### config.mk
export PLATFORM = sky130hd
export DESIGN_NAME = multibyte_serial_adder
export DESIGN_NICKNAME = d
export VERILOG_FILES = /design/src/rtl/multibyte_adder_pkg.sv /design/src/rtl/adder_8bit.sv /design/src/rtl/multibyte_serial_adder.sv
export SDC_FILE = /design/constraint.sdc
export NUM_CORES = 1
export LEC_CHECK = 0
export BUFFER_PORTS_ARGS = -buffer_cell sky130_fd_sc_hd__clkbuf_2
export CORE_MARGIN = 5
export CORE_UTILIZATION = 61
export CTS_BUF_LIST = sky130_fd_sc_hd__clkbuf_8
export CTS_CLUSTER_SIZE = 30
export DETAILED_ROUTE_END_ITERATION = 6
export MAX_ROUTING_LAYER = met4
export PLACE_DENSITY = 0.95
export SLEW_MARGIN = 20
export SYNTH_ARGS = -nofsm -noshare
export SYNTH_HDL_FRONTEND = slang
export SYNTH_SLANG_ARGS = --single-unit
export TNS_END_PERCENT = 5
### constraint.sdc
create_clock -name clk -period 6.8 [get_ports clk]
set_clock_uncertainty 0.15 [all_clocks]
set_input_delay 0.68 -clock clk [delete_from_list [all_inputs] [get_ports clk]]
set_output_delay 0.68 -clock clk [all_outputs]
set_load 0.005 [all_outputs]
### src/rtl/multibyte_adder_pkg.sv
// Purpose : shared types and constants for the byte-serial wide adder.
// Latency : n/a (declarations only).
// Backpr. : n/a.
// Contents: state_t (IDLE/ADD/DONE, 2-bit encoding), BYTE_W slice width.
package multibyte_adder_pkg;

  localparam int BYTE_W = 8;

  typedef enum logic [1:0] {
    IDLE = 2'd0,
    ADD  = 2'd1,
    DONE = 2'd2
  } state_t;

endpackage : multibyte_adder_pkg

### src/rtl/adder_8bit.sv
// Purpose : combinational 8-bit adder slice with carry in/out.
// Latency : 0 cycles (pure combinational).
// Backpr. : none; result follows inputs.
// Ports   : a, b (8b operands), carry_in (1b) -> sum (8b), overflow (carry out).
module adder_8bit (
  input  logic [7:0] a,
  input  logic [7:0] b,
  input  logic       carry_in,
  output logic [7:0] sum,
  output logic       overflow
);

  logic [8:0] w_full;

  assign w_full   = {1'b0, a} + {1'b0, b} + {8'd0, carry_in};
  assign sum      = w_full[7:0];
  assign overflow = w_full[8];

endmodule : adder_8bit

### src/rtl/multibyte_serial_adder.sv
// Purpose : adds two NUM_BYTES-wide unsigned operands one byte per clock, LSB first.
// Latency : done pulses NUM_BYTES+1 cycles after the start edge; one op per NUM_BYTES+2 cycles.
// Backpr. : none; start is only accepted in IDLE and silently dropped while busy/done.
// Ports   : clk, n_rst (sync active-low); start, a_in, b_in, carry_in (captured at start);
//           busy (ADD), done (1-cycle), sum_out, overflow (carry out of the MSB byte).
module multibyte_serial_adder
  import multibyte_adder_pkg::*;
#(
  parameter int NUM_BYTES = 4
) (
  input  logic                        clk,
  input  logic                        n_rst,
  input  logic                        start,
  input  logic [BYTE_W*NUM_BYTES-1:0] a_in,
  input  logic [BYTE_W*NUM_BYTES-1:0] b_in,
  input  logic                        carry_in,
  output logic                        busy,
  output logic                        done,
  output logic [BYTE_W*NUM_BYTES-1:0] sum_out,
  output logic                        overflow
);

  localparam int                W        = BYTE_W * NUM_BYTES;
  localparam int                IDX_W    = $clog2(NUM_BYTES);
  localparam logic [IDX_W-1:0]  LAST_IDX = IDX_W'(NUM_BYTES - 1);

  state_t             r_state;
  state_t             w_next_state;

  logic [W-1:0]       r_a;
  logic [W-1:0]       r_b;
  logic               r_carry;
  logic [IDX_W-1:0]   r_idx;
  logic [W-1:0]       r_sum;
  logic               r_ovf;

  logic [IDX_W+2:0]   w_bit_ofs;
  logic [BYTE_W-1:0]  w_a_byte;
  logic [BYTE_W-1:0]  w_b_byte;
  logic [BYTE_W-1:0]  w_sum_byte;
  logic               w_carry_out;
  logic               w_last;

  // Byte index times 8, built by concatenation so the width is exact.
  assign w_bit_ofs = {r_idx, 3'b000};
  assign w_a_byte  = r_a[w_bit_ofs +: BYTE_W];
  assign w_b_byte  = r_b[w_bit_ofs +: BYTE_W];
  assign w_last    = (r_idx == LAST_IDX);

  adder_8bit u_adder_8bit (
    .a        (w_a_byte),
    .b        (w_b_byte),
    .carry_in (r_carry),
    .sum      (w_sum_byte),
    .overflow (w_carry_out)
  );

  // State register.
  always_ff @(posedge clk) begin
    if (!n_rst) begin
      r_state <= IDLE;
    end else begin
      r_state <= w_next_state;
    end
  end

  // Next-state logic.
  always_comb begin
    w_next_state = r_state;
    case (r_state)
      IDLE:    if (start) w_next_state = ADD;
      ADD:     if (w_last) w_next_state = DONE;
      DONE:    w_next_state = IDLE;
      default: w_next_state = IDLE;
    endcase
  end

  // Status outputs are pure state decodes, so there is no input-to-output path.
  always_comb begin
    busy = 1'b0;
    done = 1'b0;
    case (r_state)
      ADD:     busy = 1'b1;
      DONE:    done = 1'b1;
      default: ;
    endcase
  end

  // Datapath: operand capture in IDLE, one byte of the ripple per ADD cycle.
  always_ff @(posedge clk) begin
    if (!n_rst) begin
      r_a     <= '0;
      r_b     <= '0;
      r_carry <= 1'b0;
      r_idx   <= '0;
      r_sum   <= '0;
      r_ovf   <= 1'b0;
    end else begin
      case (r_state)
        IDLE: begin
          if (start) begin
            r_a     <= a_in;
            r_b     <= b_in;
            r_carry <= carry_in;
            r_idx   <= '0;
            // Drop the previous flag now so it never pairs with the new result.
            r_ovf   <= 1'b0;
          end
        end
        ADD: begin
          r_sum[w_bit_ofs +: BYTE_W] <= w_sum_byte;
          r_carry                    <= w_carry_out;
          r_idx                      <= r_idx + 1'b1;
          if (w_last) begin
            r_ovf <= w_carry_out;
          end
        end
        default: ;
      endcase
    end
  end

  assign sum_out  = r_sum;
  assign overflow = r_ovf;

endmodule : multibyte_serial_adder
== Word-level counts from Yosys, hierarchy flattened ==
Index checks and enable logic that the tools add are counted.

* Multipliers: 0
* Bitwise operators: 0
* Shift operators: 4
* Reduce and logical (&&, ||, !) cells: 6
* Order comparisons: 0
* Equality and inequality tests: 5
* Divide/modulo/power cells: 0
* Add/subtract/negate cells: 4
* Mux-type cells: 13

{| class="wikitable"
|+ Operator list
! kind !! count
|-
| 32-bit by 6-bit variable part select with 8-bit output || 2
|-
| 32-bit bitwise mux || 1
|-
| 8-bit by 7-bit variable shift with 32-bit output, first input constant || 1
|-
| 8-bit by 7-bit variable part select with 32-bit output || 1
|-
| 8-bit by 8-bit adder with 9-bit output || 1
|-
| 9-bit by 1-bit adder with 9-bit output || 1
|-
| 2-bit one-hot mux with 2 select lines || 2
|-
| 5-bit negator with 7-bit output || 1
|-
| 2-bit 2-to-1 mux || 3
|-
| 2-bit AND reduction || 3
|-
| 1-bit 2-to-1 mux || 5
|-
| 2-bit equality test, second input constant || 2
|-
| 2-bit inequality test, second input constant || 2
|-
| 1-bit one-hot mux with 2 select lines || 2
|-
| 3-bit AND reduction || 1
|-
| 2-bit by 1-bit adder with 2-bit output, second input constant || 1
|-
| 2-bit by 1-bit equality test with 1-bit output, second input constant || 1
|-
| 2-bit logical NOT || 1
|-
| 2-bit nonzero test || 1
|}

* Latch bits: 0
* Input port bits: 68
* Bits in writable memories: 0
* Register bits: 102
* Bits in read-only memories: 0
* Output and inout port bits: 35
* Memories: 0

== Longest topological paths before layout ==
Gate-level depths: netlist of the first run.

* Word-level depth: 5
* Gate-level depth with buffers: 9
* Mapped depth without buffers: 8

== Hierarchy ==
A second synthesis of the first run with hierarchy kept.

* Cells, all modules: 494
* Area total of the unflattened synthesis: 4684.5 µm²

{| class="wikitable"
|+ Modules (own cells, without submodules)
! module !! instances !! cells an instance !! area each (µm²)
|-
| multibyte_serial_adder || 1 || 454 || 4352.9
|-
| adder_8bit || 1 || 40 || 331.6
|}

== Worst setup path after synthesis of the first run ==
No wires, ideal clock.

* Path kind: register to register
* Start point: register r_idx[0]
* End point: register r_sum[14] (netlist: sum_out[14])
* Setup slack: 3.807 ns
* Period minus slack after synthesis: 2.993 ns
* Setup time: 0.133 ns
* Data required time: 6.517 ns
* Cell stages (with the launch flop): 9
* Arrival: 2.710 ns
* Path through: dfxtp_1 -> buf_4 -> buf_2 -> mux4_2 -> ha_1 -> and3b_1 -> a311o_1 -> a211oi_1 -> o21ai_0

* Word-level cells in the longest chain between the ends: 5
* Elaborated cells on any way between the ends: 8
* Classes of those cells: add/sub (3); shift (4); mux (1)

{| class="wikitable"
|+ RTL lines
! element !! line !! text
|-
| from (decl) || multibyte_serial_adder.sv:33 || <nowiki>logic [IDX_W-1:0] r_idx;</nowiki>
|-
| from (signal assigned) || multibyte_serial_adder.sv:113 || <nowiki>r_idx <= r_idx + 1'b1;</nowiki>
|-
| 32-bit by 6-bit variable part select with 8-bit output (on tied branches) || multibyte_serial_adder.sv:46, multibyte_serial_adder.sv:47 ||
|-
| 8-bit by 8-bit adder with 9-bit output || adder_8bit.sv:15 || <nowiki>assign w_full = {1'b0, a} + {1'b0, b} + {8'd0, carry_in};</nowiki>
|-
| 9-bit by 1-bit adder with 9-bit output || adder_8bit.sv:15 ||
|-
| 8-bit by 7-bit variable part select with 32-bit output || multibyte_serial_adder.sv:111 || <nowiki>r_sum[w_bit_ofs +: BYTE_W] <= w_sum_byte;</nowiki>
|-
| 32-bit bitwise mux (*) || multibyte_serial_adder.sv:111 ||
|-
| to (signal, indexed assignment) || multibyte_serial_adder.sv:111 ||
|-
| to (decl) || multibyte_serial_adder.sv:34 || <nowiki>logic [W-1:0] r_sum;</nowiki>
|}

Every way passes the cells marked *; elsewhere a longest branch is shown, timed or not.
A chain may end at the register's enable or synchronous reset.

== Worst setup path in the final report of the first run ==
* Start point: register r_idx[0]
* End point: register r_sum[28] (netlist: sum_out[28])

Same word-level chain as after synthesis.

==> results of run 1 <==
[worst paths after layout]
path / startpoint / cells after the start / slack (ps) / endpoint
setup / recovery: r_idx[0]$_SDFFE_PN0P_ / 9 / 3440 / sum_out[28]$_SDFFE_PN0P_
hold / removal: r_b[3]$_SDFFE_PN0P_ / 2 / 320 / r_b[3]$_SDFFE_PN0P_
hold reg to reg: r_b[3]$_SDFFE_PN0P_ / 2 / 320 / r_b[3]$_SDFFE_PN0P_
setup reg to reg: r_idx[0]$_SDFFE_PN0P_ / 9 / 3440 / sum_out[28]$_SDFFE_PN0P_
[worst max-delay path, cell delays in order, from the launching register on]
cell                       delay [ps]
sky130_fd_sc_hd__dfxtp_1          520
sky130_fd_sc_hd__buf_4            380
sky130_fd_sc_hd__mux4_2           560
sky130_fd_sc_hd__fa_1             480
sky130_fd_sc_hd__inv_1            110
sky130_fd_sc_hd__fa_1             220
sky130_fd_sc_hd__nor2b_1           60
sky130_fd_sc_hd__o21ai_0          430
sky130_fd_sc_hd__a211oi_1         150
sky130_fd_sc_hd__o21a_1           210
[per-layer routing]
layer,vias to the layer above,global-route usage (%),wire [um]
met4,0,9.244,252
met1,1893,30.57,4747
met3,24,3.539,736
met5,-,-,0
met2,159,40.25,5551
li1,1984,-,-
[cells in the mapped netlist, types with 3 or more instances]
library cell	n	area [um2]
sky130_fd_sc_hd__nand3b_1	3	22.52
sky130_fd_sc_hd__a21oi_1	4	20.02
sky130_fd_sc_hd__clkbuf_1	20	75.07
sky130_fd_sc_hd__a32oi_1	4	35.03
sky130_fd_sc_hd__a21boi_0	68	510.5
sky130_fd_sc_hd__nor3_1	3	15.01
sky130_fd_sc_hd__o21ai_0	17	85.08
sky130_fd_sc_hd__nand2b_1	3	18.77
sky130_fd_sc_hd__ha_1	13	162.7
sky130_fd_sc_hd__nand3b_4	3	60.06
sky130_fd_sc_hd__a211oi_1	5	37.54
sky130_fd_sc_hd__o311ai_1	3	26.28
sky130_fd_sc_hd__inv_1	6	22.52
sky130_fd_sc_hd__nand3_1	14	70.07
sky130_fd_sc_hd__nand4_1	4	25.02
sky130_fd_sc_hd__mux4_2	16	360.4
sky130_fd_sc_hd__buf_2	6	30.03
sky130_fd_sc_hd__nor2b_1	15	93.84
sky130_fd_sc_hd__and2_1	8	50.05
sky130_fd_sc_hd__nand2_1	142	533.0
sky130_fd_sc_hd__o21a_1	4	30.03
sky130_fd_sc_hd__a22oi_1	9	67.56
sky130_fd_sc_hd__buf_1	3	11.26
sky130_fd_sc_hd__nor2_1	9	33.78
sky130_fd_sc_hd__dfxtp_1	102	2042
[where the power goes]
group | switching [W] | internal [W] | total, W
sequential | 0.0000189 | 0.000625 | 0.000644
clock | 0.000214 | 0.000157 | 0.000370
combinational | 0.0000994 | 0.0000760 | 0.000175
[flip-flops by register name (all words and copies together), names as in the netlist]
register / count
overflow: 1
r_a: 32
r_b: 32
r_carry: 1
r_idx: 2
r_state: 2
sum_out: 32
[cell families (layout without fill, tap and decap cells)]
kind of cell	Yosys count	in the layout
fa+ha+maj	15	15
mux	16	16
xor+xnor	1	1
simple gates	220	220
buf+inv	38	128
flops	102	102
compound gates	126	126
[layout make-up]
cell class / instances / area (um2) / area share, %
multi-input combinational: 378 / 2580 / 46.92
sequential: 102 / 2042 / 37.13
timing repair buffer: 105 / 533.0 / 9.693
clock buffer: 11 / 151.4 / 2.753
tap: 102 / 127.6 / 2.321
clock inverter: 5 / 38.79 / 0.7053
inverter: 7 / 26.28 / 0.4778
[through the flow]
stage          util [%]  std cells  total power, W  hold slack (ps)
6_report          71.53        710        0.001189            320.2
3_3_place_gp      68.99        694       0.0008212            300.6
5_1_grt           71.53        710        0.001237            341.7
4_1_cts           71.47        710        0.001190            323.3
3_5_place_dp      68.99        694       0.0008303            309.3
2_1_floorplan         -        518       0.0007742            290.2
==> run summary, run 1 <==
The maximum clock frequency came out at 297.5 MHz. The library cell used most frequently in the layout, excluding fill and tap cells, is sky130_fd_sc_hd__nand2_1. The wire length of the first global-routing pass came out at 18810 um.

The largest driver fanout on the critical path came out at 17. Adding up every negative setup slack in the final design gives 0 ps. The maximum VDD drop came out at approximately 140 uV. The per-instance average area after synthesis came out at 9.208 um2.

The vias after detailed routing came out at about 4000. The starting utilization of the core area came out at 62.04%. In this run the remaining antenna-violating nets after routing total 0. The tool flagged a number of max-cap violations equal to 0. The critical path is of the reg2reg type. The synthesized netlist devotes 4.250% of its cell area to adder and majority cells. The worst setup timing slack at the placement stage came out at 3439 ps. Summed over all layers, the global routing overflow is 0.

The compound-gate portion of the synthesized area came out at 19.28%. The number of unique standard cell types used by synthesis came out at 53. After detailed routing, the number of remaining DRC violations is 0. The final weighted congestion in routability-driven placement came out at about 0.95. The main combinational cell family by area after synthesis is simple AND/OR/NAND/NOR gates. The number of global-route vias before repair is 4028. No sink is reached through more buffers than the 2 on the longest clock path. The count of input and output buffers is 102. Dividing the detail-routed wire length by the instance count gives 15.90 um. The headroom to the max-slew limit came out at 39.04%. The share of flip-flops with an asynchronous set or reset after synthesis came out at 0%. The number of antenna violations at the first check in global routing came out at 0. The final instance area came out at 0.005499 mm2. The via density per instance is 5.718. The floorplan die width is 98.43 um. The number of buffers created by CTS came out at 9. Once routing completed, OpenROAD measured the worst setup slack at about 3400 ps. The critical path launch point type is a flop. The flip-flop and latch count after synthesis is 102. The share of synthesized area spent on multiplexers came out at 7.555%.

Setup repair after global routing left no endpoint under its margin. The placement-stage cell area came out at 0.005304 mm2. The share of the Yosys chip area taken by registers is 42.81%.

The number of H-tree branching levels is 3. The number of buffers inserted for hold repair after clock tree synthesis is 0. The cell area after synthesis is 0.004770 mm2. The all-layer global routing usage came out at roughly a quarter.

TritonCTS built the clock tree. The required time reported for the critical path endpoint is 6920 ps. The share of post-route cells with drive strength above 1 came out at 24.51%. The arrival time of data at the critical path endpoint came out at 3490 ps. The flow ran to the end, and the final reports show no timing, DRC or antenna violations.

After layout, the minimum clock period comes to 3361 ps. The total power density per cell area is 216.3 mW/mm2. 0 antenna diodes ended up in the layout. The total iterations of the first detailed-routing run came out at 4.

Detailed placement ended at an HPWL of 8285 um. The buffers inserted during post-CTS setup optimization came out at 0. The die span in y came out at 98.43 um.

The number of fillers in the final layout is 592. The violation count after the first detailed-routing iteration came out at 303. In this run the worst hold path is classified as reg2reg. The number of hold-slack violations in the final timing report is 0.

The number of nets in the finished design came out at a little under 700. The number of pins exceeding their max-slew limit in the final report is 0. The final layout contains routed wiring with a total length of 11290 um. The number of clock sinks came out at 102. The die covers 0.009687 mm2. STA classifies the critical path endpoint as a flop.

The number of instances resized during post-cts repair is 0. The largest net degree at the start of global routing came out at 115. The synthesized netlist devotes between 20% and 30% of its cell area to simple gates. The total leakage power came out at 2.238 nW. The share of the clock period used by the worst path came out at between 40% and 50%. The clock network latency to the later pin of the worst-skew pair came out at roughly 370 ps.

The net count after synthesis is around 600. The clock-pin slew reported for the worst setup and hold paths after clock tree synthesis came out at 100 ps. Yosys mapped a number of flops with a built-in enable equal to 0.

The count of boundary I/O pins is 103. The area growth from synthesis to final layout is 15.29%. After Yosys synthesis, XOR and XNOR cells account for 0.1836% of the synthesized area. The count of final setup violators is 0. The most used flip-flop cell after synthesis is sky130_fd_sc_hd__dfxtp_1. The number of placement rows is 32. The gate count after technology mapping is 518. The yosys synthesis warning count came out at 0.

The root buffer cell is sky130_fd_sc_hd__clkbuf_8. In the layout the commonest cells are 141 x sky130_fd_sc_hd__nand2_1, 102 x sky130_fd_sc_hd__clkbuf_2, 102 x sky130_fd_sc_hd__dfxtp_1, 68 x sky130_fd_sc_hd__a21boi_0, 17 x sky130_fd_sc_hd__o21ai_0. The core region is 0.007687 mm2. The slew at the pin with the worst max-slew slack came out at 913.2 ps.
Note: power is estimated with default switching activity, not from simulation.
==> run 2: changes to the inputs <==
- CORE_UTILIZATION: 61 -> 51
- PLACE_DENSITY: 0.95 -> 0.89
- clock period: 6.8 -> 2.75 ns (I/O delays scaled with it)
==> run 2 against run 1 <==
- via count increased by 9.2%
- critical path depth fell by 2
- wire length grew 15%
- critical path type unchanged
- largest power group unchanged
==> run summary, run 2 (synthesis gave the netlist of run 1 again) <==
The flow ran to the end, and the final reports show no timing, DRC or antenna violations. The slew at the pin with the worst max-slew slack is 615.4 ps. The number of pins exceeding their max-slew limit in the final report is 0. Cells fill 68.29% of the core in the end.

For this run, the number of standard cells in the final layout without fillers is 788. The tree is rooted in a sky130_fd_sc_hd__clkbuf_8. In this run the worst path has a maximum fanout of 14. The clock-pin slew reported for the worst setup and hold paths after clock tree synthesis came out at 100 ps. The count of boundary I/O pins is 103. TritonCTS built the clock tree. The critical path depth in cells is 7. The critical path ends at sum_out[14]$_SDFFE_PN0P_. The number of hold-slack violations in the final timing report is 0. Adding up every negative setup slack in the final design gives 0 ps. The critical path starts at r_idx[0]$_SDFFE_PN0P_. The tool flagged a number of max-cap violations equal to 0. Counting both buffers and inverters, the worst setup path holds a total of 1.

In the final routed layout, each cell accounts on average for 16.51 um. The routed layout has ~4400 vias. After detailed routing, the number of vias per cell comes to 5.624. The die covers 0.01139 mm2.

The path class of the tightest hold or removal check is in2reg. Among all stages on the critical path, the largest delay is contributed by sky130_fd_sc_hd__mux4_2. After legalization and detailed placement, the total HPWL measured between 9000 and 10000 um.

The startpoint identified for the worst register-to-register timing path is r_idx[0]$_SDFFE_PN0P_. The number of global-route vias before repair came out at 4596. At the placement stage, the worst setup path has a slack of 25.17 ps. STA classifies the critical path startpoint as a flop. The number of placement rows is 35. The arrival time of data at the critical path endpoint is 2790 ps. In this run the critical register-to-register path is captured at sum_out[14]$_SDFFE_PN0P_. Setup repair after global routing could not meet its margin everywhere. The number of placed instances, taps included came out at between 700 and 800. The worst path setup slack after routing is around 69 ps. The starting utilization of the core area is 51.86%. The floorplan die width came out at 106.7 um. The library cell used most frequently in the layout, excluding fill and tap cells, is sky130_fd_sc_hd__nand2_1. The number of clock sinks came out at 102.

The total area inside the core boundary comes to 0.009196 mm2. The required time reported for the critical path endpoint is about 2900 ps. Traced cell by cell, the critical path runs through buf_12 > mux4_2 > ha_4 > and3b_1 > a311o_1 > a211oi_4 > o21ai_1.

The total iterations of the first detailed-routing run came out at 6. The internal reg-to-reg setup slack came out at 70 ps. The number of antenna violations at the first check in global routing came to 0. The critical path class is reg2reg. On the worst path, the slowest cell contributes a delay of ~550 ps.

Broken down by cell family, the worst path's largest delay share belongs to compound AO/OA/AOI/OAI gates. The remaining routing DRC violations came out at 0. The maximum VDD drop came out at 262.7 uV. The headroom to the max-slew limit came out at 58.97%. The total detailed-routing wirelength is 13010 um. The largest net degree at the start of global routing is 78. The total overflow left after global routing is 0.

The count of input and output buffers came out at 102. Setup violations remaining at the end of the flow were counted as 0. The library cells used most frequently in the layout, excluding fill and tap cells, are 141 x sky130_fd_sc_hd__nand2_1, 102 x sky130_fd_sc_hd__clkbuf_2, 101 x sky130_fd_sc_hd__dfxtp_1, 68 x sky130_fd_sc_hd__a21boi_0, 49 x sky130_fd_sc_hd__dlygate4sd3_1. The number of antenna-violating nets in the routed design came out at 0.

The violation count after the first detailed-routing iteration came out at between 200 and 250. The die span in y is ~110 um. The share of the clock period used by the worst path came out at 97.50%. The worst-case reg-to-reg path depth is 7. In the final layout, the share of cells above drive strength 1 is 26.14%. The repair_antennas step left the layout with diodes totalling 0. For this run, the top clock speed supported by timing is 373.0 MHz. The deepest clock path buffer count is 2. The area growth from synthesis to final layout came out at 31.66%. Counting the buffers created by CTS gives 9. The number of H-tree branching levels came out at 3. The all-layer global routing usage is roughly 24%. The clock network latency to the later pin of the worst-skew pair is 370 ps. The final critical path time including I/O delays and setup came out at 2681 ps. The total power density per cell area came out at 491.6 mW/mm2. At the end of routability-driven placement, the weighted congestion stood at 0.8816. The wire length of the first global-routing pass is around 22000 um. The worst setup path is captured at a flop. The total leakage power is roughly 2.6 nW. The number of nets in the finished design is 756.
## run 2: cell count changes in the layout (fill, tap and decap cells not counted), sizes merged
cell / change
clkbuf: -2
bufinv: +1
dlygate4sd3: +49
buf: +21
inv: +1
clkinvlp: -1
## run 2: how the worst min path moves through the flow
stage                     slack (ps)  depth (start not counted)                 start              endpoint
after CTS                          3                          3              b_in[18]  r_b[18]$_SDFFE_PN0P_
final                             10                          3               b_in[2]   r_b[2]$_SDFFE_PN0P_
after detailed placement         310                          2  r_a[28]$_SDFFE_PN0P_  r_a[28]$_SDFFE_PN0P_
after global placement           300                          2   r_a[3]$_SDFFE_PN0P_   r_a[3]$_SDFFE_PN0P_
after floorplan                  270                          2              b_in[17]  r_b[17]$_SDFFE_PN0P_
after global routing               3                          3              a_in[25]  r_a[25]$_SDFFE_PN0P_
## run 2: area by class of cell
| cell class | count | area (um2) |
|---|---|---|
| flip-flops and latches | 102 | 2046 |
| multi-input cells | 378 | 2671 |
| clock inverters | 6 | 63.81 |
| fillers | 668 | 2917 |
| clock buffers | 9 | 123.9 |
| repair buffers | 175 | 1210 |
| inverters | 7 | 26.28 |
| well taps | 111 | 138.9 |
## run 2: report_power, final
group | internal, W | switching, W | leakage [nW] | total, W
sequential | 0.00154 | 0.0000473 | 0.833 | 0.00159
combinational | 0.000282 | 0.000287 | 1.62 | 0.000569
clock | 0.000418 | 0.000508 | 0.103 | 0.000927
total | 0.00224 | 0.000843 | 2.56 | 0.00309
## run 2: tightest hold or removal path, cell delays in order
cell and delay, ps:
sky130_fd_sc_hd__clkbuf_2 80, sky130_fd_sc_hd__nand2_1 50, sky130_fd_sc_hd__a21boi_0 70
## run 2: timing repair
| action | in CTS | in global routing |
|---|---|---|
| buffers inserted | 0 | 2 |
| hold buffers | 49 | 0 |
| endpoints found under the hold margin | 49 | 0 |
| setup endpoints to repair | 1 | 17 |
| pin swaps | 0 | 4 |
| gates resized for setup | 1 | 17 |
## run 2: routing by layer
layer | share of wire, % | routed length (um) | global-route usage, % | vias to the layer above
met3 | 6.1 | 797 | 4.997 | 41
met2 | 51 | 6689 | 43.12 | 186
met1 | 39 | 5125 | 26.71 | 2086
met5 | 0 | 0 | - | -
li1 | - | - | - | 2119
met4 | 3.1 | 397 | 8.676 | 0
## run 2: per-stage QoR
stage	power (W)	instance area, um2	hold slack [ps]
6_report	0.003087	6280	14.90
3_3_place_gp	0.002076	5489	298.3
2_1_floorplan	0.001918	4783	269.9
3_5_place_dp	0.002097	5489	308.1
5_1_grt	0.003226	6280	3.435
4_1_cts	0.003057	6170	2.972
==> run 3: changes to the inputs <==
- BUFFER_PORTS_ARGS: -buffer_cell sky130_fd_sc_hd__clkbuf_2 -> -buffer_cell sky130_fd_sc_hd__buf_2
- PLACE_DENSITY: 0.89 -> 0.9
- SYNTH_HIERARCHICAL: default -> 1
==> run 3 against run 2 <==
- first-iteration DRC count rose by 27%
- setup slack got worse by 61 ps
- core utilization fell by 4.3 points
- total power fell by 2.8%
- flip-flop and latch count did not move
- worst hold slack got worse by 8.8 ps
- sequential power barely moved
- via count fell by 11%
- synthesized cell count fell by 4.6%
- combinational power fell by 7.6%
- die area fell by 1.6%
- global-route usage fell by 3.0 points
- largest cell class unchanged
==> run summary, run 3 <==
The wire length of the first global-routing pass came out at about 19000 um. The synthesized netlist devotes slightly above 4% of its cell area to adder and majority cells. The count of boundary I/O pins is 103. The maximum clock frequency is between 300 and 400 MHz.

STA classifies the critical path endpoint as a flop. Prior to clock tree synthesis, the placed netlist has a worst setup slack of -53.06 ps. During placement, the flow inserted port buffers numbering a little over 100.

Across the run, the number of max-cap violations was 0. In the post-synthesis netlist, the biggest area contributors are sky130_fd_sc_hd__dfxtp_1 44%, sky130_fd_sc_hd__nand2_1 12%, sky130_fd_sc_hd__a21boi_1 8.0%, sky130_fd_sc_hd__mux4_2 7.7%, sky130_fd_sc_hd__a21boi_0 3.2%. TritonCTS built the clock tree. Summing the areas of all compound-gate instances in the mapped netlist gives 18.78% of the synthesized area.

In this run the worst hold path is classified as in2reg. The delay contributed by the slowest stage of the critical path came out at 530 ps. Setup violations remaining at the end of the flow were counted as 0.

The largest driver fanout on the critical path came out at 4. The average wire per cell in the routed design is 15.45 um. Broken down by cell family, the worst path's largest delay share belongs to adder cells. The diode insertion count for antenna repair is 0.

The gate count after technology mapping came out at 494. The number of clock sinks came out at approximately 100. The critical path class is reg2reg.

The cell repeated most along the worst path is sky130_fd_sc_hd__fa_2. In the final design database the tool counted 705 nets. In this run, placement finished with an instance count of 687. The cell with the most instances after synthesis is sky130_fd_sc_hd__nand2_1. Of the total synthesized cell area, the portion taken by XOR and XNOR cells is 0.7479%.

The flip-flop and latch count after synthesis came out at 102. The global-route congestion overflow total came out at 0. The sum of buffers and inverters on the critical path came out at 0.

The number of hold-slack violations in the final timing report is 0. The share of flip-flops with an asynchronous set or reset after synthesis came out at 0%. The net count after synthesis came out at 576. By area, the combinational part of the netlist is dominated by simple AND/OR/NAND/NOR gates.

The starting utilization of the core area came out at 51.43%. After clock tree synthesis, the clock-pin slew on the worst setup and hold paths is 100 ps. The area occupied by registers came out at about 0.002 mm2. In the layout the commonest cells are 147 x sky130_fd_sc_hd__nand2_1, 102 x sky130_fd_sc_hd__buf_2, 101 x sky130_fd_sc_hd__dfxtp_1, 51 x sky130_fd_sc_hd__a21boi_1, 34 x sky130_fd_sc_hd__dlygate4sd3_1. For the worst setup path, the data required time is 2890 ps. The worst setup path is launched from a flop. The primary flip-flop cell chosen by synthesis mapping is sky130_fd_sc_hd__dfxtp_1.

The share of post-route cells with drive strength above 1 came out at 27.71%. Sorting the synthesized cells by how often they occur yields 147 x sky130_fd_sc_hd__nand2_1, 102 x sky130_fd_sc_hd__dfxtp_1, 50 x sky130_fd_sc_hd__a21boi_1. The number of antenna violations at the first check in global routing is 0. The signal on the critical path passes through mux4_2 > fa_2 > fa_2 > a21oi_2 > o21a_1 > xnor2_1 > nand2_1 > o22ai_1. The half-perimeter wire length of the detailed placement result came out at 8183 um. On the final layout, the worst hold slack is 6.143 ps.

The most common library cell in the layout ignoring fill and taps is sky130_fd_sc_hd__nand2_1. The total iterations of the first detailed-routing run is 5. The via density per instance is about 5.4.

From synthesis to final layout, the design area changed by 24.33%. The total power density per cell area came out at slightly above 500 mW/mm2. The area enclosed by the die boundary came out at 0.01120 mm2. The largest area contributor in the synthesized netlist is sky130_fd_sc_hd__dfxtp_1. The final weighted congestion in routability-driven placement came out at 0.8676. The share of the clock period used by the worst path is 99.71%. The worst path setup slack after routing came out at between 7 and 8 ps. After floorplanning, the core was sized to cover between 0.009 and 0.01 mm2. The largest net degree at the start of global routing came out at 66.

The remaining routing DRC violations is 0. The all-layer global routing usage is a little over a fifth. The share of synthesized area spent on multiplexers came out at 7.692%. The total power draw came out at 0.003002 W.

The count of nets left with antenna violations once routing finished came out at 0. The H-tree was split into 3 levels. The floorplan die width came out at approximately 110 um. The slowest stage of the critical path is the sky130_fd_sc_hd__mux4_2 cell. The final cell count without fillers is 739. The per-instance average area after synthesis came out at 9.483 um2.

The detailed router finished its first iteration with about 260 violations. In the final layout, the multi-input gates occupy between 0.002 and 0.0025 mm2. During synthesis, Yosys emitted a total of 6 warnings. The vias after detailed routing came out at 3964. The number of fillers in the final layout is between 700 and 800.

The number of flops mapped to enable cells by yosys is 0. In this run the clock root is driven by a sky130_fd_sc_hd__clkbuf_8. The number of pins exceeding their max-slew limit in the final report is 0. The simple logic cell fraction of the synthesized area came out at a little under 20%. The die span in y came out at 105.8 um.

The area fraction of the dominant cell type after synthesis came out at 43.59%. The number of buffers created by CTS is 9. The maximum VDD drop is 308.1 uV. The cell area after synthesis is 0.004684 mm2. The initialized floorplan defines 35 standard-cell rows. The number of global-route vias before repair came out at 3948. The total leakage power is 2.469 nW. The arrival time of data at the critical path endpoint came out at 2880 ps.

The flow ran to the end, and the final reports show no timing, DRC or antenna violations. Setup repair after global routing could not meet its margin everywhere. The final critical path time including I/O delays and setup came out at 2742 ps.

The share of the yosys chip area belonging to registers came out at 43.59%. The worst pin sits at a relative slew slack of 59.75%. The deepest clock path buffer count came out at 2. For the worst-skew pair, the clock arrives at the later sink with an insertion delay of 360 ps. The total detailed-routing wirelength is 11420 um. The slew at the pin with the worst max-slew slack came out at 603.7 ps. The number of unique standard cell types used by synthesis is 52.
[run 3: stage by stage]
step | TNS [ps] | cell area (um2) | util [%]
floorplan | -16.07 | 4715 | -
global placement | 0 | 5235 | 57.47
detailed placement | -57.10 | 5235 | 57.47
CTS | -31.44 | 5768 | 63.32
global route | -941.4 | 5824 | 63.94
finish | 0 | 5824 | 63.94
[run 3: area by class of cell]
class                      count  share of cell area (%)
clock inverter                 5                  0.5585
clock buffer                  11                   2.599
tap                          111                   2.385
multi-input combinational    350                   41.87
sequential                   102                   35.12
timing repair buffer         153                   17.01
inverter                       7                  0.4511
[run 3: routing by layer]
| metal | up-vias | share of wire, % | GRT usage (%) |
|---|---|---|---|
| met5 | - | 0 | - |
| met4 | 0 | 2.2 | 8.326 |
| met3 | 21 | 5.5 | 3.735 |
| met2 | 126 | 50 | 35.70 |
| met1 | 1841 | 43 | 25.18 |
| li1 | 1976 | - | - |
[run 3: final timing paths]
| kind | slack, ps | startpoint | depth (start not counted) | end |
|---|---|---|---|---|
| min | 6 | a_in[11] | 3 | r_a[11]$_SDFFE_PN0P_ |
| max reg2reg | 8 | r_idx[0]$_SDFFE_PN0P_ | 8 | sum_out[30]$_SDFFE_PN0P_ |
| max | 8 | r_idx[0]$_SDFFE_PN0P_ | 8 | sum_out[30]$_SDFFE_PN0P_ |
| min reg2reg | 310 | r_b[11]$_SDFFE_PN0P_ | 2 | r_b[11]$_SDFFE_PN0P_ |
[run 3: repair_timing]
item                                    in CTS  in global routing
gates cloned                                 0                  0
hold buffers                                32                  2
setup buffers                                0                  2
hold endpoints to repair                    32                  2
gates resized for setup                      4                  6
endpoints found under the setup margin       6                 14
pin swaps                                    1                 11
[run 3: worst min-delay path, stage by stage]
cell and delay, ps:
sky130_fd_sc_hd__buf_2 100, sky130_fd_sc_hd__nand2_1 40, sky130_fd_sc_hd__a21boi_0 60
[run 3: cell families after synthesis]
family / count (synthesis)
muxes: 16
AOI/OAI and AO/OA: 117
xor gates and xnor gates: 4
DFF: 102
and+or+nand+nor: 199
adders and majority gates: 14
buffers and inverters: 42
[run 3: report_power, final]
group	internal (W)	switching [W]	total, W
clock	0.000378	0.000511	0.000889
sequential	0.00154	0.0000429	0.00159
combinational	0.000260	0.000266	0.000526
